--- src/rtl/dii_package.sv ---
// Debug Interconnect Interface flit type shared by all DII modules.
package dii_package;

    typedef struct packed {
        logic        valid;
        logic        last;
        logic [15:0] data;
    } dii_flit;

endpackage

--- src/rtl/osd_dii_pkt_buffer_pkg.sv ---
// Local types and helpers for the DII store-and-forward packet buffer.
package osd_dii_pkt_buffer_pkg;

    import dii_package::*;

    localparam int unsigned FLIT_DATA_W = 16;
    localparam int unsigned ENTRY_W     = FLIT_DATA_W + 1;

    // One storage entry; the valid bit is implied by occupancy.
    typedef struct packed {
        logic                   last;
        logic [FLIT_DATA_W-1:0] data;
    } buf_entry_t;

    function automatic buf_entry_t flit_to_entry(input dii_flit f);
        buf_entry_t e;
        e.last = f.last;
        e.data = f.data;
        return e;
    endfunction

endpackage

--- src/rtl/osd_dii_buffer_mem.sv ---
// DEPTH x WIDTH flit storage: one synchronous write port, one asynchronous read port.
module osd_dii_buffer_mem #(
    parameter int unsigned DEPTH = 16,
    parameter int unsigned WIDTH = 17
) (
    input  logic                     clk_i,
    input  logic                     we,
    input  logic [$clog2(DEPTH)-1:0] waddr,
    input  logic [WIDTH-1:0]         wdata,
    input  logic [$clog2(DEPTH)-1:0] raddr,
    output logic [WIDTH-1:0]         rdata
);

    logic [WIDTH-1:0] mem_r [DEPTH];

    // Write port; contents are intentionally not reset.
    always_ff @(posedge clk_i) begin
        if (we) begin
            mem_r[waddr] <= wdata;
        end
    end

    assign rdata = mem_r[raddr];

endmodule

--- src/rtl/osd_dii_pkt_buffer.sv ---
// Store-and-forward DII packet buffer in front of the MAM debug_in port,
// with a full-buffer cut-through fallback for packets longer than DEPTH.
module osd_dii_pkt_buffer
    import dii_package::*;
    import osd_dii_pkt_buffer_pkg::*;
#(
    parameter int unsigned DEPTH      = 16,
    parameter bit          FULLPACKET = 1'b1
) (
    input  logic                   clk_i,
    input  logic                   rst_ni,
    input  dii_flit                flit_in,
    output logic                   flit_in_ready,
    output dii_flit                flit_out,
    input  logic                   flit_out_ready,
    output logic [$clog2(DEPTH):0] fill_level,
    output logic [$clog2(DEPTH):0] pkt_count
);

    localparam int unsigned AW = $clog2(DEPTH);
    localparam int unsigned PW = AW + 1;
    localparam logic [PW-1:0] PTR_ONE = PW'(1'b1);

    logic [PW-1:0] wr_ptr_r, rd_ptr_r, fill_r, pkt_cnt_r;
    logic [PW-1:0] wr_ptr_nxt_s, rd_ptr_nxt_s, fill_nxt_s, pkt_cnt_nxt_s;
    logic          cut_active_r, cut_active_nxt_s;
    logic          cut_last_wr_r, cut_last_wr_nxt_s;
    logic          full_s, empty_s, wr_s, rd_s, out_valid_s;
    logic          cut_set_s, cut_clr_s, consume_s, pkt_inc_s, pkt_dec_s;
    buf_entry_t    head_s;

    osd_dii_buffer_mem #(
        .DEPTH (DEPTH),
        .WIDTH (ENTRY_W)
    ) u_mem (
        .clk_i (clk_i),
        .we    (wr_s),
        .waddr (wr_ptr_r[AW-1:0]),
        .wdata (flit_to_entry(flit_in)),
        .raddr (rd_ptr_r[AW-1:0]),
        .rdata (head_s)
    );

    assign full_s  = (wr_ptr_r[AW-1:0] == rd_ptr_r[AW-1:0]) && (wr_ptr_r[AW] != rd_ptr_r[AW]);
    assign empty_s = (wr_ptr_r == rd_ptr_r);

    // Release gate: complete packet stored, or forced out by full/cut-through.
    assign out_valid_s = !empty_s && (!FULLPACKET || (pkt_cnt_r != '0) || full_s || cut_active_r);

    assign flit_in_ready = !full_s;
    assign wr_s          = flit_in.valid && !full_s;
    assign rd_s          = out_valid_s && flit_out_ready;

    assign flit_out.valid = out_valid_s;
    assign flit_out.last  = head_s.last;
    assign flit_out.data  = head_s.data;
    assign fill_level     = fill_r;
    assign pkt_count      = pkt_cnt_r;

    // A partial packet leaving with nothing counted starts a cut; its last flit ends it.
    // While the cut packet's last flit has not yet been written, that flit must not be counted.
    assign cut_clr_s = rd_s && head_s.last;
    assign cut_set_s = rd_s && !head_s.last && (pkt_cnt_r == '0);
    assign consume_s = (cut_active_r || cut_set_s) && !cut_last_wr_r;
    assign pkt_inc_s = wr_s && flit_in.last && !consume_s;
    assign pkt_dec_s = rd_s && head_s.last && !cut_active_r && (pkt_cnt_r != '0);

    // Next-state for pointers, counters and cut-through tracking.
    always_comb begin
        wr_ptr_nxt_s      = wr_ptr_r;
        rd_ptr_nxt_s      = rd_ptr_r;
        fill_nxt_s        = fill_r;
        pkt_cnt_nxt_s     = pkt_cnt_r;
        cut_active_nxt_s  = cut_active_r;
        cut_last_wr_nxt_s = cut_last_wr_r;

        if (wr_s) begin
            wr_ptr_nxt_s = wr_ptr_r + PTR_ONE;
        end else begin
            wr_ptr_nxt_s = wr_ptr_r;
        end

        if (rd_s) begin
            rd_ptr_nxt_s = rd_ptr_r + PTR_ONE;
        end else begin
            rd_ptr_nxt_s = rd_ptr_r;
        end

        case ({wr_s, rd_s})
            2'b10:   fill_nxt_s = fill_r + PTR_ONE;
            2'b01:   fill_nxt_s = fill_r - PTR_ONE;
            default: fill_nxt_s = fill_r;
        endcase

        case ({pkt_inc_s, pkt_dec_s})
            2'b10:   pkt_cnt_nxt_s = pkt_cnt_r + PTR_ONE;
            2'b01:   pkt_cnt_nxt_s = pkt_cnt_r - PTR_ONE;
            default: pkt_cnt_nxt_s = pkt_cnt_r;
        endcase

        if (cut_clr_s) begin
            cut_active_nxt_s = 1'b0;
        end else if (cut_set_s) begin
            cut_active_nxt_s = 1'b1;
        end else begin
            cut_active_nxt_s = cut_active_r;
        end

        if (cut_clr_s) begin
            cut_last_wr_nxt_s = 1'b0;
        end else if (consume_s && wr_s && flit_in.last) begin
            cut_last_wr_nxt_s = 1'b1;
        end else begin
            cut_last_wr_nxt_s = cut_last_wr_r;
        end
    end

    // State registers; reset discards all stored flits.
    always_ff @(posedge clk_i or negedge rst_ni) begin
        if (!rst_ni) begin
            wr_ptr_r      <= '0;
            rd_ptr_r      <= '0;
            fill_r        <= '0;
            pkt_cnt_r     <= '0;
            cut_active_r  <= 1'b0;
            cut_last_wr_r <= 1'b0;
        end else begin
            wr_ptr_r      <= wr_ptr_nxt_s;
            rd_ptr_r      <= rd_ptr_nxt_s;
            fill_r        <= fill_nxt_s;
            pkt_cnt_r     <= pkt_cnt_nxt_s;
            cut_active_r  <= cut_active_nxt_s;
            cut_last_wr_r <= cut_last_wr_nxt_s;
        end
    end

endmodule

--- config.mk ---
export PLATFORM = sky130hd
export DESIGN_NAME = osd_dii_pkt_buffer
export DESIGN_NICKNAME = d
export VERILOG_FILES = /design/src/rtl/dii_package.sv /design/src/rtl/osd_dii_pkt_buffer_pkg.sv /design/src/rtl/osd_dii_buffer_mem.sv /design/src/rtl/osd_dii_pkt_buffer.sv
export SDC_FILE = /design/constraint.sdc
export NUM_CORES = 1
export LEC_CHECK = 0
export BUFFER_PORTS_ARGS = -buffer_cell sky130_fd_sc_hd__buf_2
export CELL_PAD_IN_SITES_DETAIL_PLACEMENT = 2
export CELL_PAD_IN_SITES_GLOBAL_PLACEMENT = 2
export CORE_MARGIN = 2
export CORE_UTILIZATION = 52
export CTS_CLUSTER_SIZE = 20
export DETAILED_ROUTE_END_ITERATION = 6
export GPL_ROUTABILITY_DRIVEN = 0
export PLACE_DENSITY_LB_ADDON = 0.1
export SYNTH_ARGS = -nofsm -noshare
export SYNTH_HDL_FRONTEND = slang
export SYNTH_SLANG_ARGS = --single-unit
--- constraint.sdc ---
create_clock -name clk_i -period 4.7 [get_ports clk_i]
set_input_delay 0.235 -clock clk_i [delete_from_list [all_inputs] [get_ports clk_i]]
set_output_delay 0.235 -clock clk_i [all_outputs]
set_load 0.005 [all_outputs]
==> results.ini, run 1 <==
[logic_synthesis]
ys_seq_elements = 294
synth_top_area_share_pct = 69.89
syn_area_per_cell_um2 = 21.93
synth.area.top_cells = edfxtp_1 (70%), mux4_2 (16%), dfrtp_1 (4.7%), ha_1 (1.4%), xnor2_1 (1.0%)
synthTopCellsByCount = edfxtp_1 (272), mux4_2 (83), dfrtp_1 (22)
yosysMostFrequentCell = edfxtp_1
syn_nets = 569
synth_cell_types = 39
netlist_instances = 533
synth_warnings = 0
synth-edff-count = 272
synth_ff_type = edfxtp_1
syn-cell-area_mm2 = 0.01169
async_reset_ff_share_pct = 7.483
yosysTopAreaCell = edfxtp_1
ys_seq_area_share_pct = 74.60

[floorplan]
die_width_um = 153.9
boundaryPins = 50
die_y_um = 153.9
rows = 54
start_util_pct = 53.22

[placed_design]
portBuffers = 49
post-dp-hpwl_um = 20590

[outcome]
error = [ERROR DPL-0033] detailed placement checks failed during check placement.
status = stopped before the end
stop_stage = detailed placement (3_5_place_dp)

==> cell families after synthesis <==
logic type | synth area share [%]
AOI/OAI and AO/OA | 1.081
xor gates and xnor gates | 1.574
adders and majority gates | 1.735
buffers and inverters | 1.863
DFF | 74.60
muxes | 16.64
and+or+nand+nor | 2.505
==> stage by stage <==
stage | instance area (µm²) | hold WS (ns) | setup slack [ns] | instances
after floorplan | 11690 | -0.06059 | 1.760 | 533
after global placement | 12280 | 0.2444 | 1.107 | 855
==> run 2, diff against run 1 <==
--- a/config.mk
+++ b/config.mk
@@ -6,14 +6,11 @@
 export NUM_CORES = 1
 export LEC_CHECK = 0
 export BUFFER_PORTS_ARGS = -buffer_cell sky130_fd_sc_hd__buf_2
-export CELL_PAD_IN_SITES_DETAIL_PLACEMENT = 2
-export CELL_PAD_IN_SITES_GLOBAL_PLACEMENT = 2
 export CORE_MARGIN = 2
-export CORE_UTILIZATION = 52
-export CTS_CLUSTER_SIZE = 20
+export CORE_UTILIZATION = 40
 export DETAILED_ROUTE_END_ITERATION = 6
 export GPL_ROUTABILITY_DRIVEN = 0
-export PLACE_DENSITY_LB_ADDON = 0.1
+export PLACE_DENSITY_LB_ADDON = 0.15
 export SYNTH_ARGS = -nofsm -noshare
 export SYNTH_HDL_FRONTEND = slang
 export SYNTH_SLANG_ARGS = --single-unit
==> run 2 against run 1 <==
  * The flow now finishes without violations
  * Synthesized area is the same
  * Synthesized cell count stayed put
==> results.ini, run 2 <==
[outcome]
status = complete, no violations

[pwr]
p_leak_uw = 0.004511
power_density_mw_per_mm2 = 613.7
ir_worst_vdd_v = 0.0003261
finalPower_uw = 8221

[cells_and_area]
drive_above_1_share_pct = 32.23
n_fill_cell = 2401
regMostFlops = u_mem.mem_r
fin_nets = 646
final_cell_mix = edfxtp_1 (272), mux4_2 (83), buf_2 (49), clkbuf_16 (31), buf_4 (21)
area_delta_synth_final_pct = 14.64
fin_util_pct = 46.67
largest_reg_flops = 272
layout_commonest_cell = edfxtp_1

[setup_path]
reg2reg_from = rd_ptr_r[1]$_DFFE_PN0P_
r2r-end = pkt_count[4]$_DFFE_PN0P_
cp_max_fo = 37
path_cells = mux4_2 > mux2_2 > a22o_1 > nand3_2 > nor3_1 > ha_1 > ha_1 > nor2b_1 > o21ai_0 > a21oi_1 > nor3_1 > xor2_1
rr_worst_depth = 12
arrival_ns = 4.31
cpPeakStageDelay_ns = 1.00
end_kind = flip-flop
critical_path_class = reg -> reg
critPathLaunchType = flip-flop
r2r_setup_slack_ns = 0.87
cpMaxStageDelayCell = dfrtp_2
critical_path_required_ns = 5.18

[global_routing]
grt_pass1_vias = 5887
grt_max_degree = 41
grt_usage_pct = 16.82
antenna_found_initial = 1
grt_pass1_wl_um = 37690
overflow = 0

[timing]
setup_viol = 0
grt_setup_unrepaired = no
fin_tns_setup_ns = 0
finClkSkew_ns = 0.01380
final_max_slew_viol_count = 0
finalHoldViolCount = 0
timing.fmax_ghz = 0.2612
slew_headroom_pct = 35.83
finalCritPeriodShare_pct = 81.46
period_needed_ns = 3.829
tightest_slew_ns = 0.9625

[route]
num_vias = 5406
drcViolationCount = 0
dr.pass1.iters = 5
drtIter0Drc = 466
wl_per_cell_um = 24.54
ant_nets = 0
vias_per_cell = 5.310
wl_um = 24990

[floorplan]
boundaryPins = 50  ; unchanged
rows = 62  ; +15%
start_util_pct = 40.71  ; -13 points
die_y_um = 174.9  ; +14%
core_area_mm2 = 0.02870
dieArea_mm2 = 0.03060
die_width_um = 174.9  ; +14%

[clock_network]
numClockSinks = 294
numCtsBuffers = 31
clockBufferDepth = 3
clkLatencyLatePin_ns = 0.55
root_buffer = clkbuf_16
post_cts_resized = 0
clk_pin_slew_worst_paths_ns = 0.06
htreeDepth = 1
cts_setup_buffers = 0
cts_tree = built

[logic_synthesis]
synthTopCellsByCount = edfxtp_1 (272), mux4_2 (83), dfrtp_1 (22)
synth.area.top_cells = edfxtp_1 (70%), mux4_2 (16%), dfrtp_1 (4.7%), ha_1 (1.4%), xnor2_1 (1.0%)
syn_area_per_cell_um2 = 21.93  ; unchanged
ys_seq_area_share_pct = 74.60  ; unchanged
syn-cell-area_mm2 = 0.01169  ; unchanged
async_reset_ff_share_pct = 7.483  ; unchanged
yosysTopAreaCell = edfxtp_1
yosysMostFrequentCell = edfxtp_1
synth_top_area_share_pct = 69.89  ; unchanged
synth-edff-count = 272  ; unchanged
synth_cell_types = 39  ; unchanged
ys_seq_elements = 294  ; unchanged
netlist_instances = 533  ; unchanged
synth_ff_type = edfxtp_1
syn_nets = 569  ; unchanged
synth_warnings = 0  ; unchanged

[min_path]
hold_class = in -> reg
hold_path_depth = 1
worstHoldStart = flit_in[4]
hold-path-endpoint = u_mem.mem_r[12][4]$_DFFE_PP_

[placed_design]
portBuffers = 49  ; unchanged
post-dp-hpwl_um = 13840  ; -33%

[run]
drv_cap = 0

-- run 2: cells by family (layout without fill, tap and decap cells) --
| logic type | after synthesis | count (layout) | share of synthesized area (%) |
|---|---|---|---|
| compound gates | 21 | 21 | 1.081 |
| xor+xnor | 21 | 21 | 1.574 |
| fa+ha+maj | 15 | 15 | 1.735 |
| buf+inv | 41 | 141 | 1.863 |
| flops | 294 | 294 | 74.60 |
| mux | 89 | 89 | 16.64 |
| other cells | 0 | 1 | 0 |
| simple gates | 52 | 52 | 2.505 |
-- run 2: layout make-up --
| type | instances | area [µm²] | area share (%) |
|---|---|---|---|
| timing repair buffer | 72 | 422.9 | 3.157 |
| sequential | 294 | 8725 | 65.13 |
| antenna | 1 | 2.502 | 0.01868 |
| clock inverter | 19 | 163.9 | 1.223 |
| tap | 384 | 480.5 | 3.586 |
| multi-input combinational | 198 | 2755 | 20.57 |
| clock buffer | 37 | 798.3 | 5.959 |
| inverter | 13 | 48.80 | 0.3642 |
-- run 2: critical path, delay by kind of cell, from the launching register on --
family                     cells  cell delay [ns]
and+or+nand+nor                4             0.53
xor gates and xnor gates       1             0.17
muxes                          2             0.87
AOI/OAI and AO/OA              3             0.60
DFF                            1             1.00
adders and majority gates      2             0.57
-- run 2: worst max-delay path by stage --
stage,cells after the start,slack [ns],from,end
after detailed placement,12,0.87,rd_ptr_r[1]$_DFFE_PN0P_,pkt_count[4]$_DFFE_PN0P_
after floorplan,13,1.76,rd_ptr_r[1]$_DFFE_PN0P_,pkt_count[4]$_DFFE_PN0P_
after global placement,12,0.92,rd_ptr_r[1]$_DFFE_PN0P_,pkt_count[4]$_DFFE_PN0P_
after global routing,12,0.48,rd_ptr_r[1]$_DFFE_PN0P_,pkt_count[4]$_DFFE_PN0P_
after CTS,5,0.78,rd_ptr_r[0]$_DFFE_PN0P_,flit_out[11]
final,12,0.87,rd_ptr_r[1]$_DFFE_PN0P_,pkt_count[4]$_DFFE_PN0P_
-- run 2: routing by layer --
metal | track usage (%) | part of all wire, % | up-vias
met5 | 0 | 0 | -
li1 | - | - | 2357
met1 | 23.05 | 42 | 2878
met3 | 3.133 | 5.7 | 30
met2 | 28.16 | 50 | 141
met4 | 3.958 | 1.8 | 0
-- run 2: where the power goes --
part / internal, µW / switching (µW)
registers: 3200 / 287
clock network: 1360 / 959
logic: 1250 / 1160
-- run 2: timing repair --
item                                   4_1_cts  5_1_grt
setup endpoints to repair                    0        0
hold buffers                                 2        0
endpoints found under the hold margin       24        0
-- run 2: per-stage QoR --
stage	setup slack, ns	hold WS, ns	std cells	instance area [µm²]
after global routing	0.4809	0.04561	1017	13390
after global placement	0.9224	0.2373	959	12410
final	0.8712	0.05654	1018	13400
after floorplan	1.760	-0.06059	533	11690
after detailed placement	0.8712	0.2468	959	12410
after CTS	0.7835	0.03665	1017	13390
(Power assumes the default switching activity.)
==> run 3, diff against run 2 <==
--- a/config.mk
+++ b/config.mk
@@ -5,6 +5,7 @@
 export SDC_FILE = /design/constraint.sdc
 export NUM_CORES = 1
 export LEC_CHECK = 0
+export ABC_AREA = 1
 export BUFFER_PORTS_ARGS = -buffer_cell sky130_fd_sc_hd__buf_2
 export CORE_MARGIN = 2
 export CORE_UTILIZATION = 40
==> constraint.sdc (replaced) <==
create_clock -name clk_i -period 3.3 [get_ports clk_i]
set_input_delay 0.165 -clock clk_i [delete_from_list [all_inputs] [get_ports clk_i]]
set_output_delay 0.165 -clock clk_i [all_outputs]
set_load 0.005 [all_outputs]
==> run 3 against run 2 <==
  * Power up 57%
  * Global-route usage up 2.3 points
  * Cell count up 40%
  * Wire length up 18%
  * Die area rose by 2.0%
  * Synthesized area increased by 2.0%
  * Critical endpoint is now flit_out[15]
  * Core utilization grew 0.99 points
  * Register-to-register slack worse by 0.52 ns
==> results.ini, run 3 <==
[clock_network]
clkLatencyLatePin_ns = 0.57  ; +0.02 ns
root_buffer = clkbuf_16
cts_tree = built
cts_setup_buffers = 0  ; unchanged
clockBufferDepth = 3  ; unchanged
numClockSinks = 294  ; unchanged
clk_pin_slew_worst_paths_ns = 0.07  ; about the same
htreeDepth = 1  ; unchanged
numCtsBuffers = 31  ; unchanged

[timing]
grt_setup_unrepaired = no
setup_viol = 0  ; unchanged
whs_ns = 0.02231  ; -0.03423 ns
timing.fmax_ghz = 0.3247
period_needed_ns = 3.080
tightest_slew_ns = 0.8293  ; -0.1332 ns
fin_tns_setup_ns = 0  ; unchanged
finalHoldViolCount = 0  ; unchanged
finalCritPeriodShare_pct = 93.33
finClkSkew_ns = 0.01560  ; +0.001799 ns
slew_headroom_pct = 44.71  ; +8.9 points
worst_slack_ns = 0.2201  ; -0.6511 ns
final_max_slew_viol_count = 0  ; unchanged

[min_path]
worstHoldStart = flit_in[4]
hold_class = in -> reg

[route]
wl_um = 29430  ; +18%
wl_per_cell_um = 20.61  ; -16%
vias_per_cell = 5.256  ; -1.0%
num_vias = 7506  ; +39%
ant_nets = 0  ; unchanged
drcViolationCount = 0  ; unchanged
dr.pass1.iters = 5  ; unchanged
drtIter0Drc = 714  ; +53%

[setup_path]
end_kind = output port
reg2reg_from = rd_ptr_r[1]$_DFFE_PN0P_
arrival_ns = 2.91  ; -1.40 ns
cpPeakStageDelay_ns = 0.57  ; -0.43 ns
critical_path_class = reg -> out
critical_path_required_ns = 3.13  ; -2.05 ns
cp_max_fo = 67  ; +81%
cpMaxStageDelayCell = dfrtp_4
critPathLaunchType = flip-flop
path_cells = inv_4 > clkbuf_8 > buf_6 > o21ai_0 > o221ai_1 > o211ai_1 > nand3_1 > buf_2
timing.critical_path.from = rd_ptr_r[0]$_DFFE_PN0P_

[floorplan]
core_area_mm2 = 0.02948  ; +2.7%
start_util_pct = 40.44  ; -0.28 points
die_width_um = 176.6  ; +0.98%
dieArea_mm2 = 0.03120  ; +2.0%
boundaryPins = 50  ; unchanged
die_y_um = 176.6  ; +0.98%
rows = 63  ; +1.6%

[pwr]
switching_share_pct = 35.92  ; +6.6 points
p_leak_uw = 0.004910  ; +8.8%
p_seq_share_pct = 37.1  ; -5.3 points
power_density_mw_per_mm2 = 920.6  ; +50%
power_frac_clock_pct = 28.7  ; +0.5 points
internal_power_uw = 8289  ; +43%
p_switching_uw = 4647  ; +93%
ir_worst_vdd_v = 0.0004881  ; +50%
p_comb_share_pct = 34.1  ; +4.8 points

[cells_and_area]
num_antenna_cells = 0  ; -1
drive_above_1_share_pct = 16.18  ; -16 points
area_delta_synth_final_pct = 17.86
layout_commonest_cell = edfxtp_1
largest_reg_flops = 272  ; unchanged
fin_cells = 1428  ; +40%
final_cell_mix = edfxtp_1 (272), nor2_1 (143), o21ai_0 (134), nand2_1 (103), buf_2 (49)
fin_nets = 1049  ; +62%
regMostFlops = u_mem.mem_r

[placed_design]
dp_worst_setup_slack_ns = 0.3407  ; -0.5305 ns
dp.cells = 1353  ; +41%
portBuffers = 49  ; unchanged
post-dp-hpwl_um = 16860  ; +22%

[logic_synthesis]
synth_cell_types = 37  ; -5.1%
async_reset_ff_share_pct = 7.483  ; unchanged
synth-edff-count = 272  ; unchanged
synthTopCellsByCount = edfxtp_1 (272), nor2_1 (158), o21ai_0 (134)
synth_warnings = 0  ; unchanged
ys_seq_elements = 294  ; unchanged
syn_area_per_cell_um2 = 12.80  ; -42%
netlist_instances = 931  ; +75%
synth_top_area_share_pct = 68.51  ; -1.4 points
synth_ff_type = edfxtp_1
yosysTopAreaCell = edfxtp_1
syn_nets = 967  ; +70%
ys_seq_area_share_pct = 73.13  ; -1.5 points
yosysMostFrequentCell = edfxtp_1
syn-cell-area_mm2 = 0.01192  ; +2.0%
synth.area.top_cells = edfxtp_1 (69%), o21ai_0 (5.6%), nor2_1 (5.0%), dfrtp_1 (4.6%), nand2_1 (3.2%)

[outcome]
status = complete, no violations

[run]
drv_cap = 0  ; unchanged

[global_routing]
antenna_found_initial = 0  ; -1
grt_pass1_wl_um = 44690  ; +19%
grt_usage_pct = 19.14  ; +2.3 points
grt_max_degree = 85  ; +110%
overflow = 0  ; unchanged
grt_pass1_vias = 7391  ; +26%

run 3: cell types whose count changed in the layout (fill, tap and decap cells not counted), sizes merged, moves of 9 or more:
cell and delta:
o22ai +41, o221ai +23, o211ai +9, and3 -18, nor2 +159, inv +16
dlygate4sd3 +15, xnor2 -11, buf +13, mux4 -83, nand2 +97, nand3 +31
o21ai +127
run 3: final timing paths:
path                       cells past startpoint                      endpoint  slack, ns
max reg2reg                                   20      pkt_count[4]$_DFFE_PN0P_       0.35
min                                            1  u_mem.mem_r[11][4]$_DFFE_PP_       0.02
max in group asynchronous                      2       rd_ptr_r[0]$_DFFE_PN0P_       2.79
min reg2reg                                    1     fill_level[4]$_DFFE_PN0P_       0.47
max                                            8                  flit_out[15]       0.22
min in group asynchronous                      2     fill_level[4]$_DFFE_PN0P_       0.11
run 3: per-layer routing:
layer	up-vias	global-route usage, %	wire, µm
li1	3560	-	-
met1	3705	26.52	13400
met2	196	31.59	13960
met3	45	2.298	1308
met4	0	6.129	767
met5	-	0	0
run 3: through the flow:
| stage | util, % | total power [µW] | instance area, µm² |
|---|---|---|---|
| after floorplan | - | 7680 | 11920 |
| after global placement | 43.35 | 9324 | 12780 |
| after detailed placement | 43.35 | 9322 | 12780 |
| after CTS | 47.64 | 13080 | 14040 |
| after global routing | 47.66 | 13750 | 14050 |
| final | 47.66 | 12940 | 14050 |
run 3: worst max-delay path: cells and delay by family, from the launching register on:
kind	cells	cell delay, ns
AND/OR/NAND/NOR	1	0.20
buffers and inverters	4	1.10
flip-flops	1	0.57
AO/OA/AOI/OAI	3	0.45
run 3: kinds of logic after synthesis:
logic type,Yosys count,share of synthesized area (%)
and+or+nand+nor,311,10.79
DFF,294,73.13
buffers and inverters,81,2.876
adders and majority gates,15,1.700
xor gates and xnor gates,13,0.9551
AOI/OAI and AO/OA,217,10.55
run 3: power groups by stage:
stage / Sequential (µW) / Clock (µW) / Combinational, µW
4_1_cts: 4810 / 3790 / 4480
3_3_place_gp: 4870 / 0 / 4450
5_1_grt: 4850 / 3940 / 4960
2_1_floorplan: 4810 / 0 / 2870
3_5_place_dp: 4880 / 0 / 4440
6_report: 4810 / 3720 / 4410
run 3: final cells by class:
type	count	area, µm²
clock buffer	35	790.8
clock inverter	23	299.0
inverter	29	113.9
tap	390	488.0
multi-input combinational	556	2898
timing repair buffer	101	738.2
sequential	294	8723
fill	2634	15430
run 3: repair_timing:
action	in CTS	in global routing
resized for setup	1	2
setup endpoints to repair	7	7
hold buffers	17	0
hold endpoints to repair	230	0
gates cloned	0	0
==> run 4, diff against run 3 <==
--- a/config.mk
+++ b/config.mk
@@ -12,6 +12,7 @@
 export DETAILED_ROUTE_END_ITERATION = 6
 export GPL_ROUTABILITY_DRIVEN = 0
 export PLACE_DENSITY_LB_ADDON = 0.15
+export RECOVER_POWER = 25
 export SYNTH_ARGS = -nofsm -noshare
 export SYNTH_HDL_FRONTEND = slang
 export SYNTH_SLANG_ARGS = --single-unit
==> run 4 against run 3 <==
  * Flip-flop and latch count did not move
  * Worst setup slack got worse by 0.0034 ns
  * Wire length barely moved
  * Critical endpoint unchanged
  * Clock skew fell by 0.0013 ns
  * Register-to-register slack barely moved
  * Via count rose by 0.19%
  * Critical path depth did not move
  * Sequential power barely moved
==> results.ini, run 4 (synthesized netlist as in run 3, its figures left out) <==
[outcome]
status = complete, no violations

[setup_path]
cp_top_family = buffers and inverters
path_cells = inv_4 > clkbuf_8 > buf_6 > o21ai_0 > o221ai_1 > o211ai_1 > nand3_1 > buf_2
end_kind = output port
cp_max_fo = 67  ; unchanged
critical_path_class = reg -> out
cpMaxStageDelayCell = dfrtp_4
cp.depth = 8  ; unchanged
rr_worst_depth = 20  ; unchanged
critPathLaunchType = flip-flop
path_buf_inv = 4  ; unchanged
critical_path_required_ns = 3.13  ; about the same
arrival_ns = 2.92  ; about the same
cpPeakStageDelay_ns = 0.57  ; about the same

[timing]
period_needed_ns = 3.083  ; +0.003358 ns
final_max_slew_viol_count = 0  ; unchanged
finalCritPeriodShare_pct = 93.43  ; +0.10 points
timing.fmax_ghz = 0.3243  ; -0.11%
finClkSkew_ns = 0.01429  ; -0.001313 ns
fin_tns_setup_ns = 0  ; unchanged
finalHoldViolCount = 0  ; unchanged
tightest_slew_ns = 1.269  ; +0.4399 ns
slew_headroom_pct = 15.39  ; -29 points
setup_viol = 0  ; unchanged
grt_setup_unrepaired = no

[clock_network]
clockBufferDepth = 3  ; unchanged
clk_pin_slew_worst_paths_ns = 0.07  ; about the same
clkLatencyLatePin_ns = 0.57  ; about the same
htreeDepth = 1  ; unchanged
root_buffer = clkbuf_16
numCtsBuffers = 31  ; unchanged
numClockSinks = 294  ; unchanged
cts_tree = built

[cells_and_area]
fin_nets = 1049  ; unchanged
layout_commonest_cell = edfxtp_1
area_delta_synth_final_pct = 17.75  ; about the same
drive_above_1_share_pct = 15.13  ; -1.1 points
num_antenna_cells = 0  ; unchanged
largest_reg_flops = 272  ; unchanged
regMostFlops = u_mem.mem_r
fin_area_mm2 = 0.01404  ; about the same
final_cell_mix = edfxtp_1 (272), nor2_1 (143), o21ai_0 (134), nand2_1 (103), o22ai_1 (41)

[global_routing]
grt_max_degree = 85  ; unchanged
grt_pass1_wl_um = 44690  ; unchanged
antenna_found_initial = 0  ; unchanged
overflow = 0  ; unchanged
grt_pass1_vias = 7391  ; unchanged
grt_usage_pct = 19.14  ; unchanged

[floorplan]
rows = 63  ; unchanged
dieArea_mm2 = 0.03120  ; unchanged
start_util_pct = 40.44  ; unchanged
core_area_mm2 = 0.02948  ; unchanged
die_y_um = 176.6  ; unchanged
die_width_um = 176.6  ; unchanged
boundaryPins = 50  ; unchanged

[pwr]
switching_share_pct = 35.95  ; about the same
ir_worst_vdd_v = 0.0004912  ; +0.65%
internal_power_uw = 8288  ; about the same
p_seq_share_pct = 37.1  ; about the same
power_frac_clock_pct = 28.7  ; about the same
p_comb_share_pct = 34.1  ; about the same
power_density_mw_per_mm2 = 921.9  ; +0.14%
p_switching_uw = 4653  ; +0.12%
p_leak_uw = 0.004879  ; -0.62%

[min_path]
hold_path_depth = 1  ; unchanged
hold_class = in -> reg

[placed_design]
post-dp-hpwl_um = 16860  ; unchanged
place_area_mm2 = 0.01278  ; unchanged
portBuffers = 49  ; unchanged

[route]
num_vias = 7520  ; +0.19%
drcViolationCount = 0  ; unchanged
wl_um = 29400  ; about the same
wl_per_cell_um = 20.59  ; about the same
vias_per_cell = 5.266  ; +0.19%
dr.pass1.iters = 5  ; unchanged
ant_nets = 0  ; unchanged
drtIter0Drc = 764  ; +7.0%

[run]
drv_cap = 0  ; unchanged

## run 4: path summary, 6_finish.rpt
| check | to | from | slack (ns) |
|---|---|---|---|
| max | flit_out[15] | rd_ptr_r[0]$_DFFE_PN0P_ | 0.22 |
| min | u_mem.mem_r[10][3]$_DFFE_PP_ | flit_in[3] | 0.22 |
| max reg2reg | pkt_count[4]$_DFFE_PN0P_ | rd_ptr_r[1]$_DFFE_PN0P_ | 0.36 |
| min reg2reg | fill_level[4]$_DFFE_PN0P_ | fill_level[4]$_DFFE_PN0P_ | 0.47 |
| max in group asynchronous | rd_ptr_r[0]$_DFFE_PN0P_ | rst_ni | 2.00 |
| min in group asynchronous | fill_level[4]$_DFFE_PN0P_ | rst_ni | 0.40 |
## run 4: repair_timing
item	4_1_cts	5_1_grt
endpoints found under the hold margin	230	0
buffers inserted	0	0
hold buffers	17	0
resized for setup	1	2
gates cloned	0	0
endpoints found under the setup margin	7	7
## run 4: routing by layer
metal	routed length (µm)	track usage, %	up-vias
met1	13430	26.52	3724
met4	761	6.129	0
li1	-	-	3563
met3	1206	2.298	45
met2	14000	31.59	188
met5	0	0	-
## run 4: power groups by stage
stage	clock network, µW	registers (µW)	logic [µW]
6_report	3720	4810	4420
5_1_grt	3940	4860	4950
4_1_cts	3790	4810	4480
3_5_place_dp	0	4880	4440
3_3_place_gp	0	4870	4450
2_1_floorplan	0	4810	2870
## run 4: through the flow
step	cells	util (%)	setup WS, ns	power [µW]	hold slack [ns]
after floorplan	931	-	0.7055	7680	-0.1306
after global placement	1353	43.35	0.3903	9324	0.1844
after detailed placement	1353	43.35	0.3407	9322	0.1850
after CTS	1428	47.64	0.01394	13080	0.0007421
after global routing	1428	47.61	0.01134	13750	0.2290
final	1428	47.61	0.2168	12940	0.2156
## run 4: area by class of cell
cell class              instances  area (µm²)
well taps                     390       488.0
inverters                      29       113.9
repair buffers                101       724.4
clock inverters                23       299.0
multi-input cells             556        2898
flip-flops and latches        294        8723
clock buffers                  35       790.8
fillers                      2636       15440
## run 4: worst reg2reg max path, cell delays in order (launching register included)
cell,delay (ns)
dfrtp_2,0.49
inv_2,0.29
nand2_1,0.09
nand2_1,0.09
nor2_2,0.06
nand2_1,0.06
nand2_1,0.07
nand2_4,0.09
nand2_4,0.07
inv_2,0.08
nand2_1,0.08
nor3_1,0.14
ha_1,0.25
inv_1,0.10
fa_1,0.40
nor2_1,0.11
a211oi_1,0.06
nand2_1,0.06
nand2_1,0.05
nor2_1,0.11
xor2_1,0.14
